[src/rtl/serial_subtractor.sv]
// Bit-serial unsigned subtractor: A - B, one bit per clock, LSB first, through one
// full-subtractor cell. Optional signed-overflow output enabled by SERIAL_SUB_OVF_EN.
module serial_subtractor #(
    parameter int WIDTH = 8
) (
    input  logic             clk,
    input  logic             rst_n,
    input  logic             start,
    input  logic [WIDTH-1:0] A,
    input  logic [WIDTH-1:0] B,
    output logic             busy,
    output logic             done,
    output logic [WIDTH-1:0] Diff,
    output logic             bout,
`ifdef SERIAL_SUB_OVF_EN
    output logic             ovf,
`endif
    output logic [1:0]       fsm_state
);

    localparam int CW = (WIDTH > 1) ? $clog2(WIDTH) : 1;

    typedef enum logic [1:0] {
        IDLE = 2'd0,
        RUN  = 2'd1,
        DONE = 2'd2
    } state_t;

    state_t           state;
    state_t           state_next;
    logic [WIDTH-1:0] a_sh;
    logic [WIDTH-1:0] b_sh;
    logic [WIDTH-1:0] res_sh;
    logic             br;
    logic [CW-1:0]    cnt;
    logic             d;
    logic             br_next;
    logic             last_bit;

    // Full-subtractor cell on the current LSBs and the stored borrow.
    assign d        = a_sh[0] ^ b_sh[0] ^ br;
    assign br_next  = (~a_sh[0] & b_sh[0]) | (~(a_sh[0] ^ b_sh[0]) & br);
    assign last_bit = (cnt == CW'(WIDTH - 1));

    always_ff @(posedge clk or negedge rst_n) begin
        if (!rst_n) begin
            state <= IDLE;
        end else begin
            state <= state_next;
        end
    end

    always_comb begin
        state_next = state;
        case (state)
            IDLE:    if (start) state_next = RUN;
            RUN:     if (last_bit) state_next = DONE;
            DONE:    state_next = IDLE;
            default: state_next = IDLE;
        endcase
    end

    always_comb begin
        busy      = (state == RUN);
        done      = (state == DONE);
        fsm_state = state;
    end

    always_ff @(posedge clk or negedge rst_n) begin
        if (!rst_n) begin
            a_sh   <= '0;
            b_sh   <= '0;
            res_sh <= '0;
            br     <= 1'b0;
            cnt    <= '0;
            Diff   <= '0;
            bout   <= 1'b0;
`ifdef SERIAL_SUB_OVF_EN
            ovf    <= 1'b0;
`endif
        end else begin
            case (state)
                IDLE: begin
                    if (start) begin
                        a_sh <= A;
                        b_sh <= B;
                        br   <= 1'b0;
                        cnt  <= '0;
                    end
                end
                RUN: begin
                    a_sh   <= {1'b0, a_sh[WIDTH-1:1]};
                    b_sh   <= {1'b0, b_sh[WIDTH-1:1]};
                    res_sh <= {d, res_sh[WIDTH-1:1]};
                    br     <= br_next;
                    cnt    <= cnt + CW'(1);
                    if (last_bit) begin
                        Diff <= {d, res_sh[WIDTH-1:1]};
                        bout <= br_next;
`ifdef SERIAL_SUB_OVF_EN
                        // On the last bit the operand LSBs are the captured MSBs.
                        ovf  <= (a_sh[0] ^ b_sh[0]) & (d ^ a_sh[0]);
`endif
                    end
                end
                default: ;
            endcase
        end
    end

endmodule
[config.mk]
export PLATFORM = sky130hd
export DESIGN_NAME = serial_subtractor
export DESIGN_NICKNAME = d
export VERILOG_FILES = /design/src/rtl/serial_subtractor.sv
export SDC_FILE = /design/constraint.sdc
export NUM_CORES = 1
export LEC_CHECK = 0
export BUFFER_PORTS_ARGS = -buffer_cell sky130_fd_sc_hd__buf_2
export CAP_MARGIN = 20
export CORE_AREA = 2 2 79 43
export DETAILED_ROUTE_END_ITERATION = 8
export DIE_AREA = 0 0 81 45
export MAX_ROUTING_LAYER = met4
export PLACE_DENSITY = 0.86
export SLEW_MARGIN = 20
export SYNTH_ARGS = -nofsm -noshare
export SYNTH_HDL_FRONTEND = slang
export SYNTH_SLANG_ARGS = --single-unit
[constraint.sdc]
create_clock -name clk -period 3.2 [get_ports clk]
set_input_delay 0.32 -clock clk [delete_from_list [all_inputs] [get_ports clk]]
set_output_delay 0.32 -clock clk [all_outputs]
set_load 0.02 [all_outputs]
======== Word level (Yosys, flattened, before mapping) ========
Cells that the tools add are included.
storage, ports and cells
  word-level logic and storage cells ...... 37
  output and inout bits ................... 13
  ROM bits ................................ 0
  register bits ........................... 39
  memories ................................ 0
  latch bits .............................. 0
  memory bits (writable) .................. 0
cells by class
  bitwise logic cells ..................... 7
  add/subtract/negate cells ............... 1
  reductions and logical operators ........ 5
  shift-type cells ........................ 0
  muxes and demuxes ....................... 11
  $lt $le $gt $ge ......................... 0
  equality and inequality tests ........... 5
  div/mod/pow operators ................... 0
  multipliers ............................. 0
operators by type and width
  kind                                           number
  case mux 8 bit (2 select lines)                2
  2-to-1 mux 8 bit                               2
  case mux 3 bit (2 select lines)                1
  AND reduction 2 bit                            3
  2-to-1 mux 2 bit                               2
  case mux 2 bit (2 select lines)                1
  adder 3 x 1 -> 3 bit, second input constant    1
  == test 3 bit, second input constant           1
  2-to-1 mux 3 bit                               1
  AND 1 bit                                      2
  == test 2 x 1 -> 1 bit, second input constant  1
  == test 2 bit, second input constant           1
  zero test 2 bit                                1
  != test 2 x 1 -> 1 bit, second input constant  1
  != test 2 bit, second input constant           1
  NOT 1 bit                                      2
  case mux 1 bit (2 select lines)                1
  nonzero test 2 bit                             1
  bitwise XOR 1 bit                              2
  2-to-1 mux 1 bit                               1
  bitwise OR 1 bit                               1

======== Logic depth before layout (Yosys ltp) ========
Gate-level depths: netlist of the first run.
  word-level depth ........................ 5
  depth in mapped cells ................... 6
  mapped depth without buffers ............ 5

======== Least setup slack after synthesis of the first run ========
Ideal clock, no wire load.
  kind .................................... register -> register
  start point ............................. reg cnt[0]
  end point ............................... reg Diff[0]
  buffers on the path ..................... 1
  stages on the path, launching flop included .. 6
  data arrival time ....................... 1329 ps
  slack ................................... 1747 ps
  period minus slack after synthesis ...... 1453 ps
  cells stage by stage .................... dfrtp_1 > ha_1 > ha_1 > nand3b_1 > buf_4 > mux2_2
between the ends
  longest elaborated chain between the ends .. 2
ends and longest elaborated chain
  item                                  RTL line  RTL
  from (decl)                           35        logic [CW-1:0] cnt;
  from (signal assigned)                96        cnt <= cnt + CW'(1);
  == test 3 bit                         43        assign last_bit = (cnt == CW'(WIDTH - 1));
  AND reduction 2 bit (no source line)  -
  to (signal assigned)                  98        Diff <= {d, res_sh[WIDTH-1:1]};
  to (decl)                             13        output logic [WIDTH-1:0] Diff,
Every way passes these cells.
A chain may end at the register's enable or synchronous reset.

======== Final worst setup path of the first run ========
  start point ............................. reg state[1], in the netlist fsm_state[1]
  end point ............................... out busy
between the ends
  longest elaborated chain between the ends .. 1
ends and longest elaborated chain
  item                    RTL line  RTL
  from (decl)             29        state_t state;
  from (signal assigned)  49        state <= state_next;
  == test 2 x 1 -> 1 bit  64        busy = (state == RUN);
  to (decl)               11        output logic busy,
Every way passes these cells.

==> flow_metrics.tcl, run 1 <==
set metrics [dict create \
    worst-slew-pin-transition_ns 0.997 \
    synth.avg_cell_area_um2 12.0 \
    port_buffers 31 \
    groute.usage.overall_pct 19.9 \
    setup_slack_ns 0.903 \
    first_global_vias 1083 \
    sequential_standard_cell_area_um2 951 \
    timing.hold.worst.class "input pin to asynchronous set/reset pin" \
    grt_antenna_before_repair 0 \
    crit-reg2reg-capture "cnt[2]$_DFFE_PN0P_" \
    rrSetupSlack_ns 1.34 \
    synth_warnings 0 \
    cells_taking_the_most_area_after_synthesis "sky130_fd_sc_hd__dfrtp_1 58%, sky130_fd_sc_hd__o22ai_1 9.9%, sky130_fd_sc_hd__mux2_2 7.5%" \
    crit-reg2reg-launch "fsm_state[1]$_DFFE_PN0P_" \
    final_layout_size_suffix_gt1_share_pct 32.1 \
    timing.critical_path.cells "nand2b_1 > inv_1 > buf_2" \
    clock_tree.buffer_depth 2 \
    synthesis.instances 137 \
    detail-route-antenna-nets 0 \
    critical_path_stages 3 \
    leakage_uw 0.000883 \
    slew_headroom_pct 33.5 \
    crit_fanout 24 \
    critPathKind "flip-flop to output port" \
    yosysTopAreaCell "sky130_fd_sc_hd__dfrtp_1" \
    multi_input_area_um2 594 \
    critical_path.startpoint_type "flip-flop" \
    num_vias 1163 \
    area_of_the_mapped_netlist_um2 1650 \
    detail_route.first_pass.iterations 4 \
    detail_route.vias_per_cell 5.67 \
    antenna-diode-count 0 \
    clock-root-buffer "sky130_fd_sc_hd__clkbuf_8" \
    layout.filler_cells 222 \
    synth_compound_gate_area_share_pct 18.4 \
    yosysUniqueCellTypes 23 \
    critPathCapture "busy" \
    clk_latency_ns 0.28 \
    finalCriticalPeriod_ns 2.30 \
    fin_nets 187 \
    final.setup.tns_ns 0 \
    synth_top_family_by_area "compound AO/OA/AOI/OAI gates" \
    finalSetupViolCount 0 \
    cts_num_sinks 38 \
    dp_hpwl_mm 2.03 \
    critical-path-top-delay-family "simple AND/OR/NAND/NOR gates" \
    io-pin-count 32 \
    synth_xor_area_share_pct 0 \
    cts-htree-levels 2 \
    ir_worst_vdd_v 0.000438 \
    hold_buffers 0 \
    numCtsBuffers 5 \
    grt_pass1_wl_mm 5.09 \
    area_growth_pct 14.6 \
    portion_of_the_post_synthesis_area_used_by_sequential_elements_pct 57.7 \
    drc_errors 0 \
    synth_nets 159 \
    hold_viol 0 \
    timing.critical_path.buf_inv 2 \
    initial_core_util_pct 56.7 \
    worst_ep_arrival_time_ns 1.98 \
    post_cts_setup_bufs 0 \
    clk_pin_slew_worst_paths_ns 0.07 \
    drt-initial-drc-count 94 \
    detail_route.wl_per_cell_um 14.9 \
    worst_path_largest_cell_delay_ns 0.81 \
    tritoncts "done" \
    post_cts_resize_count 0 \
    worst-endpoint-required_ns 2.88 \
    netlist.area_leader.share_pct 57.7 \
    pins_over_their_slew_limit 0 \
    die_area_um2 3650 \
    pre_cts_ws_ns 1.27 \
    yosys-mux-area-fraction_pct 11.2 \
    rsz0062_at_grt "no" \
    grt-ovfl-total 0 \
    chipWidth_um 81 \
    floorplan.core_area_um2 2910 \
    fin_skew_ns 0.00498 \
    fmax_ghz 0.435 \
    cp-end-kind "output port" \
    leading_cell_type_in_the_layout_fill_and_taps_excluded "sky130_fd_sc_hd__dfrtp_1" \
    outcome "finished clean" \
    placementRows 14 \
    synth_simple_gate_area_share_pct 3.79 \
    period_share_pct 71.8 \
    rr_worst_depth 3 \
    gpl.final_weighted_congestion 0.848 \
    wl_mm 3.06 \
    grt_start_max_net_pins 39 \
    die_height_um 45 \
    post_synthesis_share_of_cell_area_spent_on_full_adders_half_adders_and_majority_gates_pct 2.73 \
    cap_viol_max_count 0 \
    yosys_register_bits 38 \
    power_density_nw_per_um2 1070 \
    most-common-layout-cells "38 x sky130_fd_sc_hd__dfrtp_1, 31 x sky130_fd_sc_hd__buf_2, 26 x sky130_fd_sc_hd__o22ai_1, 15 x sky130_fd_sc_hd__a21oi_1, 11 x sky130_fd_sc_hd__mux2_2" \
    setup.worst_path.start "fsm_state[1]$_DFFE_PN0P_" \
    crit_path_top_delay_cell "sky130_fd_sc_hd__nand2b_1" \
]
## area by class of cell
class,instances,area share [%]
inverters,7,1.39
clock inverters,1,1.59
flip-flops and latches,38,50.3
repair buffers,31,8.21
well taps,40,2.65
multi-input cells,82,31.5
clock buffers,6,4.37
## where the power goes
group	total [uW]	internal, uW	switching, uW	leakage, uW
clock network	405	249	155	0.0000573
registers	870	712	158	0.000457
logic	746	361	385	0.000369
total	2020	1320	699	0.000883
## metal layers
metal	vias to the layer above	part of all wire, %	GRT usage [%]
met4	0	1.1	7.46
met2	27	47	29.1
met1	571	47	27.3
met3	4	4.2	4.80
li1	561	-	-
met5	-	0	-
## worst min-delay path by stage
stage          depth (start not counted)  slack [ns]                  end  start
6_report                               1        0.12  b_sh[7]$_DFFE_PN0P_  rst_n
3_3_place_gp                           1        0.44  b_sh[6]$_DFFE_PN0P_  rst_n
5_1_grt                                1        0.20  a_sh[4]$_DFFE_PN0P_  rst_n
4_1_cts                                1        0.16  a_sh[5]$_DFFE_PN0P_  rst_n
2_1_floorplan                          0        0.02  Diff[0]$_DFFE_PN0P_  rst_n
3_5_place_dp                           1        0.46  a_sh[6]$_DFFE_PN0P_  rst_n
## cell usage after synthesis
cell type	number
sky130_fd_sc_hd__buf_4	3
sky130_fd_sc_hd__buf_2	2
sky130_fd_sc_hd__a22o_1	2
sky130_fd_sc_hd__inv_1	7
sky130_fd_sc_hd__buf_8	1
sky130_fd_sc_hd__nor2_1	2
sky130_fd_sc_hd__or4b_1	1
sky130_fd_sc_hd__o21ai_1	1
sky130_fd_sc_hd__dfrtp_1	38
sky130_fd_sc_hd__ha_1	2
sky130_fd_sc_hd__mux2_2	11
sky130_fd_sc_hd__o21bai_1	1
sky130_fd_sc_hd__o22ai_1	26
sky130_fd_sc_hd__clkbuf_1	2
sky130_fd_sc_hd__o21ai_0	7
sky130_fd_sc_hd__a21oi_1	15
sky130_fd_sc_hd__fa_1	1
sky130_fd_sc_hd__nand2b_1	2
sky130_fd_sc_hd__buf_6	2
sky130_fd_sc_hd__mux2_4	4
sky130_fd_sc_hd__nor2b_1	1
sky130_fd_sc_hd__nand3b_1	1
sky130_fd_sc_hd__nand2_1	5
## cell families (layout without fill, tap and decap cells)
family / count (synthesis) / after routing
flops: 38 / 38
simple gates: 12 / 12
buf+inv: 17 / 45
mux: 15 / 15
fa+ha+maj: 3 / 3
compound gates: 52 / 52
## registers in the layout (all words and copies together), names as in the netlist
name       count
res_sh         7
fsm_state      2
Diff           8
cnt            3
br             1
a_sh           8
bout           1
b_sh           8
## metrics by stage
step	utilization (%)	cells	area, um2	hold slack (ns)	total power (uW)
2_1_floorplan	-	137	1650	0.0244	1470
3_3_place_gp	61.1	198	1780	0.445	1580
3_5_place_dp	61.1	198	1780	0.457	1630
4_1_cts	65.0	205	1890	0.158	2040
5_1_grt	65.0	205	1890	0.199	2180
6_report	65.0	205	1890	0.125	2020
(Power assumes the default switching activity.)
==> run 2, diff against run 1 <==
--- a/config.mk
+++ b/config.mk
@@ -7,11 +7,11 @@
 export LEC_CHECK = 0
 export BUFFER_PORTS_ARGS = -buffer_cell sky130_fd_sc_hd__buf_2
 export CAP_MARGIN = 20
-export CORE_AREA = 2 2 79 43
+export CORE_AREA = 2 2 86 47
 export DETAILED_ROUTE_END_ITERATION = 8
-export DIE_AREA = 0 0 81 45
+export DIE_AREA = 0 0 88 49
 export MAX_ROUTING_LAYER = met4
-export PLACE_DENSITY = 0.86
+export PLACE_DENSITY = 0.77
 export SLEW_MARGIN = 20
 export SYNTH_ARGS = -nofsm -noshare
 export SYNTH_HDL_FRONTEND = slang
==> constraint.sdc (replaced) <==
create_clock -name clk -period 1.9 [get_ports clk]
set_input_delay 0.19 -clock clk [delete_from_list [all_inputs] [get_ports clk]]
set_output_delay 0.19 -clock clk [all_outputs]
set_load 0.02 [all_outputs]
==> flow_metrics.tcl, run 2 (same netlist as run 1, synthesis figures left out) <==
set metrics [dict create \
    slew_headroom_pct 45.9 \
    critical_path.startpoint_type "flip-flop" \
    num_vias 1190 \
    failed_checks "hold timing" \
    gpl.final_weighted_congestion 0.927 \
    pre_cts_ws_ns 0.224 \
    finalInstanceArea_um2 1930 \
    drc_errors 0 \
    first_global_vias 1178 \
    cp-end-kind "flip-flop" \
    post_cts_setup_bufs 0 \
    timing.hold.worst.class "input pin to asynchronous set/reset pin" \
    final_layout_size_suffix_gt1_share_pct 34.3 \
    critical-path-top-delay-family "flip-flops" \
    hold_buffers 0 \
    tritoncts "done" \
    sequential_standard_cell_area_um2 951 \
    timing.critical_path.buf_inv 0 \
    clk_latency_ns 0.29 \
    crit_fanout 9 \
    crit_path_top_delay_cell "sky130_fd_sc_hd__dfrtp_1" \
    worst-endpoint-required_ns 2.07 \
    period_share_pct 88.0 \
    antenna-diode-count 0 \
    drt-initial-drc-count 84 \
    fin_nets 190 \
    multi_input_area_um2 597 \
    pins_over_their_slew_limit 0 \
    worst_path_largest_cell_delay_ns 0.40 \
    grt_start_max_net_pins 39 \
    detail_route.first_pass.iterations 4 \
    post_cts_resize_count 0 \
    setup.worst_path.start "cnt[0]$_DFFE_PN0P_" \
    clock_tree.buffer_depth 2 \
    final.hold.worst_slack_ns -0.0104 \
    worst_ep_arrival_time_ns 1.85 \
    leading_cell_type_in_the_layout_fill_and_taps_excluded "sky130_fd_sc_hd__dfrtp_1" \
    die_height_um 49 \
    groute.usage.overall_pct 18.2 \
    dp_hpwl_mm 2.35 \
    crit_top_cell "sky130_fd_sc_hd__ha_1" \
    wl_mm 3.31 \
    layout.filler_cells 314 \
    timing.critical_path.cells "ha_1 > ha_1 > nand3b_1 > mux2_2" \
    grt_antenna_before_repair 0 \
    port_buffers 31 \
    detail_route.wl_per_cell_um 14.8 \
    finalCriticalPeriod_ns 1.67 \
    io-pin-count 32 \
    detail-route-antenna-nets 0 \
    placementRows 16 \
    numCtsBuffers 5 \
    power_density_nw_per_um2 1780 \
    detail_route.vias_per_cell 5.34 \
    fmax_ghz 0.598 \
    chipWidth_um 88 \
    clock-root-buffer "sky130_fd_sc_hd__clkbuf_8" \
    initial_core_util_pct 45.5 \
    cap_viol_max_count 0 \
    cts_num_sinks 38 \
    fin_skew_ns 0.00291 \
    final.setup.tns_ns 0 \
    rsz0062_at_grt "no" \
    grt-ovfl-total 0 \
    grt_pass1_wl_mm 5.67 \
    critPathKind "flip-flop to flip-flop" \
    leakage_uw 0.000897 \
    biggestRegsByFlops "Diff x8, a_sh x8, b_sh x8" \
    cts-htree-levels 2 \
    finalSetupViolCount 0 \
    die_area_um2 4310 \
    worst-slew-pin-transition_ns 0.811 \
    clk_pin_slew_worst_paths_ns 0.07 \
    crit-reg2reg-launch "cnt[0]$_DFFE_PN0P_" \
    hold_viol 23 \
    outcome "finished, violations left" \
    most-common-layout-cells "38 x sky130_fd_sc_hd__dfrtp_1, 31 x sky130_fd_sc_hd__buf_2, 26 x sky130_fd_sc_hd__o22ai_1, 15 x sky130_fd_sc_hd__a21oi_1, 11 x sky130_fd_sc_hd__mux2_2" \
    placed_area_um2 1820 \
    ir_worst_vdd_v 0.000699 \
    setup_slack_ns 0.227 \
    floorplan.core_area_um2 3620 \
    area_growth_pct 17.0 \
]
## run 2: cell types whose count changed in the layout (fill, tap and decap cells not counted)
cell,before,now
sky130_fd_sc_hd__nand2b_2,0,1
sky130_fd_sc_hd__clkbuf_8,6,8
sky130_fd_sc_hd__bufinv_16,1,0
sky130_fd_sc_hd__buf_4,0,3
sky130_fd_sc_hd__nand2b_1,2,1
## run 2: report_power, final
part	switching [uW]	total, uW	internal [uW]	leakage, uW
registers	272	1470	1200	0.000457
clock network	267	634	366	0.0000575
logic	692	1320	630	0.000383
total	1230	3430	2200	0.000897
## run 2: metrics by stage
stage | total power, uW | hold WS (ns) | std cells | utilization (%)
after global placement | 2720 | 0.311 | 215 | 50.1
final | 3430 | -0.0104 | 223 | 53.2
after detailed placement | 2810 | 0.329 | 215 | 50.1
after CTS | 3440 | 0.0164 | 223 | 53.2
after global routing | 3690 | 0.0633 | 223 | 53.2
after floorplan | 2480 | -0.106 | 137 | -
## run 2: layout make-up
class                           count  share of cell area (%)
Sequential cell                    38                    49.3
Inverter                            7                    1.36
Tap cell                           54                    3.50
Clock buffer                        8                    5.71
Timing Repair Buffer               34                    9.21
Multi-Input combinational cell     82                    30.9
## run 2: final timing paths
check                      slack [ns]                   to  cells past startpoint
max in group asynchronous        1.40  b_sh[0]$_DFFE_PN0P_                      1
setup reg to reg                 0.23  Diff[1]$_DFFE_PN0P_                      4
hold / removal                  -0.01  a_sh[3]$_DFFE_PN0P_                      1
setup / recovery                 0.23  Diff[1]$_DFFE_PN0P_                      4
hold reg to reg                  0.50  Diff[5]$_DFFE_PN0P_                      1
min in group clk                 0.14  b_sh[7]$_DFFE_PN0P_                      3
## run 2: per-layer routing
metal | share of wire [%] | routed length, um | up-vias | track usage (%)
li1 | - | - | 566 | -
met3 | 5.4 | 178 | 5 | 5.25
met2 | 42 | 1380 | 42 | 23.4
met4 | 1.6 | 53 | 0 | 8.46
met1 | 51 | 1690 | 577 | 26.5
met5 | 0 | 0 | - | -
